### config.mk
export PLATFORM = sky130hd
export DESIGN_NAME = cachepool_refill_responder_flat
export DESIGN_NICKNAME = d
export VERILOG_FILES = /design/src/rtl/cachepool_refill_responder_pkg.sv /design/src/rtl/cachepool_refill_responder_if.sv /design/src/rtl/cachepool_refill_responder.sv /design/src/flat_wrapper.sv
export SDC_FILE = /design/constraint.sdc
export NUM_CORES = 2
export LEC_CHECK = 0
export ABC_AREA = 1
export CORE_AREA = 2 2 560 562
export DETAILED_ROUTE_END_ITERATION = 8
export DIE_AREA = 0 0 562 564
export HOLD_SLACK_MARGIN = 0.1
export PLACE_DENSITY = 0.35
export RECOVER_POWER = 25
export SLEW_MARGIN = 30
export SYNTH_ARGS = -nofsm -noshare
export SYNTH_HDL_FRONTEND = slang
export SYNTH_SLANG_ARGS = --single-unit
export TNS_END_PERCENT = 20
### constraint.sdc
create_clock -name clk_i -period 2.2 [get_ports clk_i]
set_input_delay 0.66 -clock clk_i [delete_from_list [all_inputs] [get_ports clk_i]]
set_output_delay 0.66 -clock clk_i [all_outputs]
set_load 0.03 [all_outputs]
### src/rtl/cachepool_refill_responder_pkg.sv
// -----------------------------------------------------------------------------
// cachepool_refill_responder_pkg
// Shared types and widths for the CachePool refill responder:
//   - refill beat / L1 line / address widths
//   - cache_info_t : opaque tag echoed on every response
//   - burst_req_t  : burst qualifier (is_burst, burst_len = beats - 1)
//   - refill_rsp_state_e : responder FSM states
// -----------------------------------------------------------------------------
package cachepool_refill_responder_pkg;

  localparam int unsigned RefillAddrWidth = 32;
  localparam int unsigned RefillDataWidth = 128;
  localparam int unsigned L1LineWidth     = 512;

  // Wide enough to express every burst length that fits in one line.
  localparam int unsigned BurstLenWidth = $clog2(L1LineWidth / RefillDataWidth);

  typedef struct packed {
    logic [5:0] id;
    logic [1:0] port;
  } cache_info_t;

  typedef struct packed {
    logic                     is_burst;
    logic [BurstLenWidth-1:0] burst_len;
  } burst_req_t;

  typedef enum logic [2:0] {
    RR_IDLE,
    RR_RD_MEM,
    RR_RD_CAP,
    RR_RD_SEND,
    RR_WR_COLLECT,
    RR_WR_MEM,
    RR_WR_ACK
  } refill_rsp_state_e;

endpackage

### src/rtl/cachepool_refill_responder_if.sv
// -----------------------------------------------------------------------------
// cachepool_refill_responder_if
// Refill channel between an L1 cache controller (master) and the memory-side
// responder (slave).
//   req_* : request  (valid/ready), address, tag, write beat, strobes, burst
//   rsp_* : response (valid/ready), write-ack flag, read beat, echoed tag
// -----------------------------------------------------------------------------
interface cachepool_refill_responder_if
  import cachepool_refill_responder_pkg::*;
#(
  parameter int unsigned AddrWidth = RefillAddrWidth,
  parameter int unsigned BeatWidth = RefillDataWidth,
  parameter type         info_t    = cache_info_t
);

  logic                   req_valid;
  logic                   req_ready;
  logic [AddrWidth-1:0]   req_addr;
  info_t                  req_info;
  logic                   req_write;
  logic [BeatWidth-1:0]   req_wdata;
  logic [BeatWidth/8-1:0] req_wstrb;
  burst_req_t             req_burst;

  logic                   rsp_valid;
  logic                   rsp_ready;
  logic                   rsp_write;
  logic [BeatWidth-1:0]   rsp_data;
  info_t                  rsp_info;

  modport master (
    output req_valid, req_addr, req_info, req_write, req_wdata, req_wstrb, req_burst,
    input  req_ready,
    input  rsp_valid, rsp_write, rsp_data, rsp_info,
    output rsp_ready
  );

  modport slave (
    input  req_valid, req_addr, req_info, req_write, req_wdata, req_wstrb, req_burst,
    output req_ready,
    output rsp_valid, rsp_write, rsp_data, rsp_info,
    input  rsp_ready
  );

endinterface

### src/rtl/cachepool_refill_responder.sv
// -----------------------------------------------------------------------------
// cachepool_refill_responder
// Memory-side responder for one L1 refill port, backed by a single-ported,
// line-wide L2 bank. Line reads go out as a wrapping burst of beats; write-back
// beats are gathered into one masked line write.
//
// Ports:
//   clk_i, rst_i  : clock, synchronous active-high reset
//   refill        : refill channel (slave modport)
//   mem_req_o     : bank request          mem_gnt_i   : bank grant
//   mem_we_o      : bank write enable     mem_addr_o  : line address
//   mem_wdata_o   : line write data       mem_be_o    : line byte enables
//   mem_rdata_i   : line read data, valid the cycle after a read grant
// -----------------------------------------------------------------------------
module cachepool_refill_responder
  import cachepool_refill_responder_pkg::*;
#(
  parameter int unsigned AddrWidth = RefillAddrWidth,
  parameter int unsigned LineWidth = L1LineWidth,
  parameter int unsigned BeatWidth = RefillDataWidth,
  parameter type         info_t    = cache_info_t,
  localparam int unsigned NumBeats  = LineWidth / BeatWidth,
  localparam int unsigned BeatIdxW  = $clog2(NumBeats),
  localparam int unsigned LineOffW  = $clog2(LineWidth / 8),
  localparam int unsigned MemAddrW  = AddrWidth - LineOffW
) (
  input  logic                   clk_i,
  input  logic                   rst_i,
  cachepool_refill_responder_if.slave refill,
  output logic                   mem_req_o,
  input  logic                   mem_gnt_i,
  output logic                   mem_we_o,
  output logic [MemAddrW-1:0]    mem_addr_o,
  output logic [LineWidth-1:0]   mem_wdata_o,
  output logic [LineWidth/8-1:0] mem_be_o,
  input  logic [LineWidth-1:0]   mem_rdata_i
);

  localparam int unsigned BeatBytes = BeatWidth / 8;
  localparam int unsigned CntW      = BeatIdxW + 1;

  refill_rsp_state_e      r_state;
  logic                   r_req_ready;
  logic [MemAddrW-1:0]    r_mem_addr;
  info_t                  r_info;
  logic [BeatIdxW-1:0]    r_start;
  logic [CntW-1:0]        r_len;
  logic [CntW-1:0]        r_cnt;
  logic [LineWidth-1:0]   r_line;
  logic [LineWidth/8-1:0] r_be;
  logic                   r_mem_req;
  logic                   r_mem_we;
  logic                   r_rsp_valid;
  logic                   r_rsp_write;
  logic [BeatWidth-1:0]   r_rsp_data;

  logic                   w_req_fire;
  logic                   w_rsp_fire;
  logic [BeatIdxW-1:0]    w_req_start;
  logic [CntW-1:0]        w_req_len;
  logic [BeatIdxW-1:0]    w_wr_slot;
  logic [BeatIdxW-1:0]    w_rd_next_idx;
  logic [LineWidth-1:0]   w_line_merged;
  logic [LineWidth/8-1:0] w_be_merged;
  logic                   w_unused;

  // Ready is forced low while reset is held so nothing can handshake then,
  // yet it is already high in the very first cycle after reset releases.
  assign refill.req_ready = r_req_ready & ~rst_i;
  assign refill.rsp_valid = r_rsp_valid;
  assign refill.rsp_write = r_rsp_write;
  assign refill.rsp_data  = r_rsp_data;
  assign refill.rsp_info  = r_info;

  assign mem_req_o   = r_mem_req;
  assign mem_we_o    = r_mem_we;
  assign mem_addr_o  = r_mem_addr;
  assign mem_wdata_o = r_line;
  assign mem_be_o    = r_be;

  assign w_req_fire = refill.req_valid & refill.req_ready;
  assign w_rsp_fire = r_rsp_valid & refill.rsp_ready;

  // Byte offset bits above the in-beat offset pick the starting beat.
  assign w_req_start = refill.req_addr[LineOffW-1 -: BeatIdxW];
  assign w_req_len   = refill.req_burst.is_burst ? CntW'(refill.req_burst.burst_len) : '0;

  // Beat positions wrap inside the line because the sum is BeatIdxW bits wide.
  assign w_wr_slot     = (r_state == RR_IDLE) ? w_req_start : r_start + r_cnt[BeatIdxW-1:0];
  assign w_rd_next_idx = r_start + r_cnt[BeatIdxW-1:0] + BeatIdxW'(1);

  // In-beat byte offset bits carry no meaning for a line-granular bank.
  assign w_unused = ^refill.req_addr[LineOffW-BeatIdxW-1:0];

  // Merge the incoming write beat into the line buffer. The first beat of a
  // write-back starts from an empty line so stale bytes never reach the bank.
  // NOTE: every always_comb output gets a full default before any conditional
  // update, so no path leaves it unassigned and no latch is inferred.
  always_comb begin
    w_line_merged = (r_state == RR_IDLE) ? '0 : r_line;
    w_be_merged   = (r_state == RR_IDLE) ? '0 : r_be;
    for (int b = 0; b < BeatBytes; b++) begin
      if (refill.req_wstrb[b]) begin
        w_line_merged[(int'(w_wr_slot) * BeatBytes + b) * 8 +: 8] = refill.req_wdata[b*8 +: 8];
        w_be_merged[int'(w_wr_slot) * BeatBytes + b]              = 1'b1;
      end
    end
  end

  // NOTE: all state in this block uses non-blocking assignments so every
  // register samples pre-edge values, independent of statement order.
  always_ff @(posedge clk_i) begin
    if (rst_i) begin
      r_state     <= RR_IDLE;
      r_req_ready <= 1'b1;
      r_mem_addr  <= '0;
      r_info      <= '0;
      r_start     <= '0;
      r_len       <= '0;
      r_cnt       <= '0;
      // NOTE: the line buffer and strobe register drive mem_wdata_o/mem_be_o
      // directly, so unlike a plain storage array they must be reset.
      r_line      <= '0;
      r_be        <= '0;
      r_mem_req   <= 1'b0;
      r_mem_we    <= 1'b0;
      r_rsp_valid <= 1'b0;
      r_rsp_write <= 1'b0;
      r_rsp_data  <= '0;
    end else begin
      case (r_state)
        RR_IDLE: begin
          if (w_req_fire) begin
            r_mem_addr <= refill.req_addr[AddrWidth-1:LineOffW];
            r_info     <= refill.req_info;
            r_start    <= w_req_start;
            r_len      <= w_req_len;
            if (refill.req_write) begin
              r_line <= w_line_merged;
              r_be   <= w_be_merged;
              r_cnt  <= CntW'(1);
              if (w_req_len == '0) begin
                r_req_ready <= 1'b0;
                r_mem_req   <= 1'b1;
                r_mem_we    <= 1'b1;
                r_state     <= RR_WR_MEM;
              end else begin
                r_state <= RR_WR_COLLECT;
              end
            end else begin
              r_be        <= '0;
              r_cnt       <= '0;
              r_req_ready <= 1'b0;
              r_mem_req   <= 1'b1;
              r_mem_we    <= 1'b0;
              r_state     <= RR_RD_MEM;
            end
          end
        end

        RR_RD_MEM: begin
          if (mem_gnt_i) begin
            r_mem_req <= 1'b0;
            r_state   <= RR_RD_CAP;
          end
        end

        RR_RD_CAP: begin
          r_line      <= mem_rdata_i;
          r_rsp_data  <= mem_rdata_i[r_start*BeatWidth +: BeatWidth];
          r_rsp_valid <= 1'b1;
          r_rsp_write <= 1'b0;
          r_state     <= RR_RD_SEND;
        end

        RR_RD_SEND: begin
          if (w_rsp_fire) begin
            if (r_cnt == r_len) begin
              r_rsp_valid <= 1'b0;
              r_rsp_data  <= '0;
              r_req_ready <= 1'b1;
              r_state     <= RR_IDLE;
            end else begin
              r_cnt      <= r_cnt + CntW'(1);
              r_rsp_data <= r_line[w_rd_next_idx*BeatWidth +: BeatWidth];
            end
          end
        end

        RR_WR_COLLECT: begin
          if (w_req_fire) begin
            r_line <= w_line_merged;
            r_be   <= w_be_merged;
            r_cnt  <= r_cnt + CntW'(1);
            if (r_cnt == r_len) begin
              r_req_ready <= 1'b0;
              r_mem_req   <= 1'b1;
              r_mem_we    <= 1'b1;
              r_state     <= RR_WR_MEM;
            end
          end
        end

        RR_WR_MEM: begin
          if (mem_gnt_i) begin
            r_mem_req   <= 1'b0;
            r_mem_we    <= 1'b0;
            r_rsp_valid <= 1'b1;
            r_rsp_write <= 1'b1;
            r_rsp_data  <= '0;
            r_state     <= RR_WR_ACK;
          end
        end

        RR_WR_ACK: begin
          if (w_rsp_fire) begin
            r_rsp_valid <= 1'b0;
            r_rsp_write <= 1'b0;
            r_req_ready <= 1'b1;
            r_state     <= RR_IDLE;
          end
        end

        default: begin
          r_state <= RR_IDLE;
        end
      endcase
    end
  end

  // A read interleaved into an open write-back has no defined meaning.
  a_no_read_in_wr_collect: assert property (
    @(posedge clk_i) disable iff (rst_i)
    (r_state == RR_WR_COLLECT && refill.req_valid) |-> refill.req_write
  );

endmodule
### src/flat_wrapper.sv
// flat-port wrapper written by rule: the top's interface ports become plain ports
module cachepool_refill_responder_flat import cachepool_refill_responder_pkg::*;
#(
  parameter int unsigned AddrWidth = RefillAddrWidth,
  parameter int unsigned LineWidth = L1LineWidth,
  parameter int unsigned BeatWidth = RefillDataWidth,
  parameter type         info_t    = cache_info_t,
  localparam int unsigned NumBeats  = LineWidth / BeatWidth,
  localparam int unsigned BeatIdxW  = $clog2(NumBeats),
  localparam int unsigned LineOffW  = $clog2(LineWidth / 8),
  localparam int unsigned MemAddrW  = AddrWidth - LineOffW
)
  (clk_i, rst_i, mem_req_o, mem_gnt_i, mem_we_o, mem_addr_o, mem_wdata_o, mem_be_o, mem_rdata_i, refill_req_valid, refill_req_addr, refill_req_info, refill_req_write, refill_req_wdata, refill_req_wstrb, refill_req_burst, refill_req_ready, refill_rsp_valid, refill_rsp_write, refill_rsp_data, refill_rsp_info, refill_rsp_ready);
  cachepool_refill_responder_if #(.AddrWidth(AddrWidth), .BeatWidth(BeatWidth), .info_t(info_t)) refill_i ();
  input  logic clk_i;
  input  logic rst_i;
  output logic mem_req_o;
  input  logic mem_gnt_i;
  output logic mem_we_o;
  output logic [MemAddrW-1:0] mem_addr_o;
  output logic [LineWidth-1:0] mem_wdata_o;
  output logic [LineWidth/8-1:0] mem_be_o;
  input  logic [LineWidth-1:0] mem_rdata_i;
  input wire logic [$bits(refill_i.req_valid)-1:0] refill_req_valid;
  input wire logic [$bits(refill_i.req_addr)-1:0] refill_req_addr;
  input wire logic [$bits(refill_i.req_info)-1:0] refill_req_info;
  input wire logic [$bits(refill_i.req_write)-1:0] refill_req_write;
  input wire logic [$bits(refill_i.req_wdata)-1:0] refill_req_wdata;
  input wire logic [$bits(refill_i.req_wstrb)-1:0] refill_req_wstrb;
  input wire logic [$bits(refill_i.req_burst)-1:0] refill_req_burst;
  output wire logic [$bits(refill_i.req_ready)-1:0] refill_req_ready;
  output wire logic [$bits(refill_i.rsp_valid)-1:0] refill_rsp_valid;
  output wire logic [$bits(refill_i.rsp_write)-1:0] refill_rsp_write;
  output wire logic [$bits(refill_i.rsp_data)-1:0] refill_rsp_data;
  output wire logic [$bits(refill_i.rsp_info)-1:0] refill_rsp_info;
  input wire logic [$bits(refill_i.rsp_ready)-1:0] refill_rsp_ready;
  assign refill_i.req_valid = refill_req_valid;
  assign refill_i.req_addr = refill_req_addr;
  assign refill_i.req_info = refill_req_info;
  assign refill_i.req_write = refill_req_write;
  assign refill_i.req_wdata = refill_req_wdata;
  assign refill_i.req_wstrb = refill_req_wstrb;
  assign refill_i.req_burst = refill_req_burst;
  assign refill_req_ready = refill_i.req_ready;
  assign refill_rsp_valid = refill_i.rsp_valid;
  assign refill_rsp_write = refill_i.rsp_write;
  assign refill_rsp_data = refill_i.rsp_data;
  assign refill_rsp_info = refill_i.rsp_info;
  assign refill_i.rsp_ready = refill_rsp_ready;
  cachepool_refill_responder #(.AddrWidth(AddrWidth), .LineWidth(LineWidth), .BeatWidth(BeatWidth), .info_t(info_t)) u_core (.clk_i(clk_i), .rst_i(rst_i), .refill(refill_i), .mem_req_o(mem_req_o), .mem_gnt_i(mem_gnt_i), .mem_we_o(mem_we_o), .mem_addr_o(mem_addr_o), .mem_wdata_o(mem_wdata_o), .mem_be_o(mem_be_o), .mem_rdata_i(mem_rdata_i));
endmodule
# == Yosys cells after proc, flatten, opt, wreduce, memory -nomap -nowiden ==
# Index checks and enable logic that the tools add are counted.
# totals
register_bits,754
latch_bits,0
ram_bits,0
mem_bits_ro,0
elab_cells,329
n_memories,0
# op_classes
addsub,34
multipliers,0
n_div,0
magnitude_cmp,32
n_eq_ne,19
n_shift,34
muxes,136
bitwise_logic,20
reduce_logical,39
# ops
operator,count
two-way mux 512 bit,20
bitwise mux 512 bit,16
"variable shift 8 x 34 -> 512 bit, first input constant",16
indexed part select 8 x 34 -> 512 bit,16
one-hot mux 512 bit (3 select lines),1
two-way mux 64 bit,20
indexed part select 512 x 10 -> 128 bit,2
bitwise OR 64 bit,15
negator 32 -> 34 bit,15
">= comparator 32 x 1 -> 1 bit, second input constant",15
"< comparator 32 x 7 -> 1 bit, second input constant",15
two-way mux 128 bit,3
one-hot mux 128 bit (3 select lines),1
one-hot mux 64 bit (2 select lines),1
demux 1 bit (select 6 bit),15
bitwise OR 64 x 49 -> 64 bit,1
"adder 6 x 4 -> 7 bit, second input constant",8
two-way mux 3 bit,13
two-way mux 1 bit,36
negator 9 -> 34 bit,1
"adder 6 x 3 -> 7 bit, second input constant",4
one-hot mux 3 bit (7 select lines),1
nonzero test 3 bit,6
logical AND 1 bit,16
31 further kinds,57

# == Depth between registers and ports, before layout ==
# logic_depth
ltp_word,41
depth_mapped,14

# == Least setup slack after synthesis ==
# No wires, ideal clock.
# synth_timing
path_type,input to register
start,in rst_i
end,reg u_core.r_line[338] (netlist: u_core.mem_wdata_o[338])
setup_time_ns,0.132
t_arrival_ns,2.726
setup_slack_ns,-0.658
stages,11
path_cell_list,buf_2 -> nor2_1 -> nand2_1 -> nand2_1 -> inv_1 -> nor3_4 -> clkbuf_1 -> clkbuf_1 -> nand2_1 -> nand2_1 -> a21oi_1
# synth_via
elab_chain_cells,5
word_cells_on_any_way,6
cone_classes,eq/ne: 2; bitwise: 3; reduce/logical: 1
# synth_rtl
element,line,text
"start, declared",flat_wrapper.sv:16,input logic rst_i;
NOT 1 bit *,cachepool_refill_responder.sv:69,assign refill.req_ready = r_req_ready & ~rst_i;
bitwise AND 1 bit *,cachepool_refill_responder.sv:69,
via refill_req_ready,flat_wrapper.sv:31,output wire logic [$bits(refill_i.req_ready)-1:0] refill_req_ready;
bitwise AND 1 bit *,cachepool_refill_responder.sv:81,assign w_req_fire = refill.req_valid & refill.req_ready;
!= test 2 x 1 -> 1 bit (no line),n/a,
AND reduction 4 bit (no line) *,n/a,
"end signal, assigned",cachepool_refill_responder.sv:139,r_line <= w_line_merged;
"end signal, assigned",cachepool_refill_responder.sv:169,r_line <= mem_rdata_i;
"end signal, assigned",cachepool_refill_responder.sv:192,r_line <= w_line_merged;
"end, declared",cachepool_refill_responder.sv:49,logic [LineWidth-1:0] r_line;
# The timed path passes the listed nets; every way through them passes the cells marked *.
# A chain may end at the register's enable or synchronous reset.

# == Worst setup path in the final report ==
# layout_timing
start,reg u_core.r_line[409] (netlist: u_core.mem_wdata_o[409])
end,out mem_wdata_o[409]
# layout_rtl
element,line,text
"end, declared",flat_wrapper.sv:21,output logic [LineWidth-1:0] mem_wdata_o;
# No word-level cell between the ends.

==> results.ini <==
[status]
status = finished with violations
violations = setup timing

[routing]
drt-initial-drc-count = 6939
vias = 69772
firstDrtPassIters = 6
wire_per_inst_um = 29.3
drtAntennaViolNets = 0
viasPerCell = 4.76
routed_wl_um = 430000
route.detailed.drc = 0

[worst_setup_path]
critPathMaxFanout = 3
worstReg2RegStart = u_core.r_state[1]$_SDFFE_PP0P_
rrSetupSlack_ps = -150
slowest_stage = dlygate4sd2_1
startpoint_type = register
crit_path_end_kind = output port
max_stage_delay_ps = 520
cp_top_family = buffers and inverters
startpoint = u_core.mem_wdata_o[409]$_SDFFE_PP0P_
crit_chain = dlygate4sd2_1
crit_arrival_ps = 1720
path_buf_inv = 1
required_ps = 1540
worstSetupPathType = register to output port

[global_route]
grt_remaining_overflow = 0
grt_max_degree = 130
grt_pass1_vias = 65776
grt_util_all_layers_pct = 24.8
grt_pass1_wl_um = 557000
antenna_found_initial = 89

[synth]
netlist_area_um2 = 51000
ys_ff_latch = 753
ys_warn_count = 0
synthesis.nets = 9594
avgSynthCellArea_um2 = 5.74
synthCells = 8887
ys_seq_area_share_pct = 29.6
synthDistinctLibCells = 31

[clocking]
tritoncts = built
cts_hold_buf = 0
clock_sinks = 753
root_buffer = clkbuf_16
path_clk_slew_ps = 60
worst_skew_pair.late_latency_ps = 860
clockBufferDepth = 4
cts_buffers = 113
cts.htree.levels = 3

[cells_and_area]
drive_gt1_share_pct = 16.7
area_growth_pct = 58.4
layout_commonest_cell = nand2_1
seqCellArea_um2 = 15300
design_area_um2 = 80700
nets = 11104
fillers = 34897
final_cell_mix = nand2_1, nand3_1, nor2_1, buf_4, clkdlybuf4s50_1
multi_input_area_um2 = 31400

[timing]
fmax_mhz = 420
rsz0062_at_grt = true
layout_setup_ws_ps = -181
min_period_over_period_pct = 108
slew_viol_final = 0
finClkSkew_ps = 32.3
slew_headroom_pct = 28.9
finalHoldViolations = 0
min_period_ps = 2380
setup_viol_count_final = 485
tns_ps = -34010
hold_slack_ps = 396
worstMarginPinSlew_ps = 1070

[floorplanning]
ios = 1448
die_w_um = 562
coreArea_um2 = 311000
dieArea_um2 = 317000
start_util_pct = 16.4
die_h_um = 564
rows = 205

[power_and_ir_drop]
ir_drop_v = 0.000708
power-per-cell-area_nw_per_um2 = 1490
total_power_w = 0.120
p_leak_nw = 34.1

[worst_hold_path]
holdCritPathClass = input port to register
hp-start = refill_req_addr[18]

[placed_design]
routabilityCongestion = 0.883
place_area_um2 = 74700
dp_hpwl_um = 306000
io_buffers = 1443

[job]
max_cap_viol_count = 0

## flip-flops by register name, indices dropped and copies added (netlist names), 2 cells and up
register / count
u_core.mem_wdata_o: 512
u_core.refill.rsp_data: 128
u_core.mem_be_o: 64
u_core.mem_addr_o: 26
u_core.refill.rsp_info: 8
u_core.r_cnt: 3
u_core.r_state: 3
u_core.r_len: 2
u_core.r_start: 2
## stage by stage
step	utilization (%)	worst slack, ps	instances
floorplan	-	-117	8887
global placement	24.0	-769	14301
detailed placement	24.0	-740	14301
CTS	24.9	-280	14497
global route	25.9	-270	14622
finish	26.0	-181	14648
## worst min-delay path, cell delays in order
cell	delay, ps
clkdlybuf4s50_1	400
nor2_1	100
nor2_1	50
## final cells by class
class	count	area share, %
multi-input combinational	6749	38.9
clock inverter	20	0.215
tap	4140	6.42
inverter	669	3.23
antenna	30	0.0930
clock buffer	176	4.23
sequential	753	19.0
timing repair buffer	2111	27.9
## power by group
group	internal [W]	switching, W	leakage (nW)	total (W)
combinational	0.0285	0.0514	26.1	0.0799
clock	0.0108	0.00802	1.77	0.0188
sequential	0.0174	0.00383	6.21	0.0212
## routing by layer
layer | GRT usage, % | wire length, um
met3 | 6.40 | 37200
met5 | 0 | 471
met1 | 31.6 | 180000
met2 | 40.8 | 197000
met4 | 7.12 | 14700
## cell families (layout without fill, tap and decap cells)
logic type,after synthesis,count (layout),synth area share (%)
flip-flops,753,753,29.6
AND/OR/NAND/NOR,5182,5182,41.6
AO/OA/AOI/OAI,1564,1564,18.2
buffers and inverters,1385,2976,10.6
adder cells (fa/ha/maj),2,2,0.0491
XOR/XNOR,1,1,0.0172
other,0,30,0
## path summary, 6_finish.rpt
kind / endpoint / cells after the start
min: u_core.mem_addr_o[12]$_SDFFE_PP0P_ / 3
max: mem_wdata_o[409] / 1
min reg2reg: u_core.mem_req_o$_SDFFE_PP0P_ / 2
max reg2reg: u_core.refill.rsp_data[62]$_SDFFE_PP0P_ / 12
## cells in the mapped netlist
cell type | count | area (um2)
clkinv_1 | 1 | 3.75
o21ai_0 | 195 | 976
clkbuf_1 | 560 | 2100
or2_2 | 1 | 6.26
a21oi_1 | 735 | 3680
a211oi_1 | 3 | 22.5
buf_4 | 14 | 105
buf_1 | 34 | 128
nand2_1 | 2918 | 11000
dfxtp_1 | 753 | 15100
nor3_4 | 1 | 16.3
nand4_1 | 74 | 463
buf_2 | 102 | 510
o21bai_1 | 496 | 3720
and2_1 | 1 | 6.26
xnor2_1 | 1 | 8.76
clkbuf_2 | 6 | 30.0
ha_1 | 2 | 25.0
inv_2 | 8 | 30.0
nor2_1 | 1093 | 4100
o211ai_1 | 4 | 30.0
nor3_1 | 3 | 15.0
nor2_4 | 2 | 22.5
inv_1 | 660 | 2480
a221oi_1 | 1 | 8.76
o21ai_1 | 1 | 5.00
nand3_1 | 1064 | 5330
a211oi_2 | 1 | 12.5
a31oi_1 | 128 | 801
nand4_2 | 24 | 300
nand3b_1 | 1 | 7.51
## timing repair
action / in CTS / in global routing
pin swaps: 1 / 69
gates cloned: 0 / 67
resized for setup: 2231 / 563
setup endpoints to repair: 1287 / 1049
buffers inserted: 0 / 54
No activity file was read; power rests on OpenSTA's default activity.
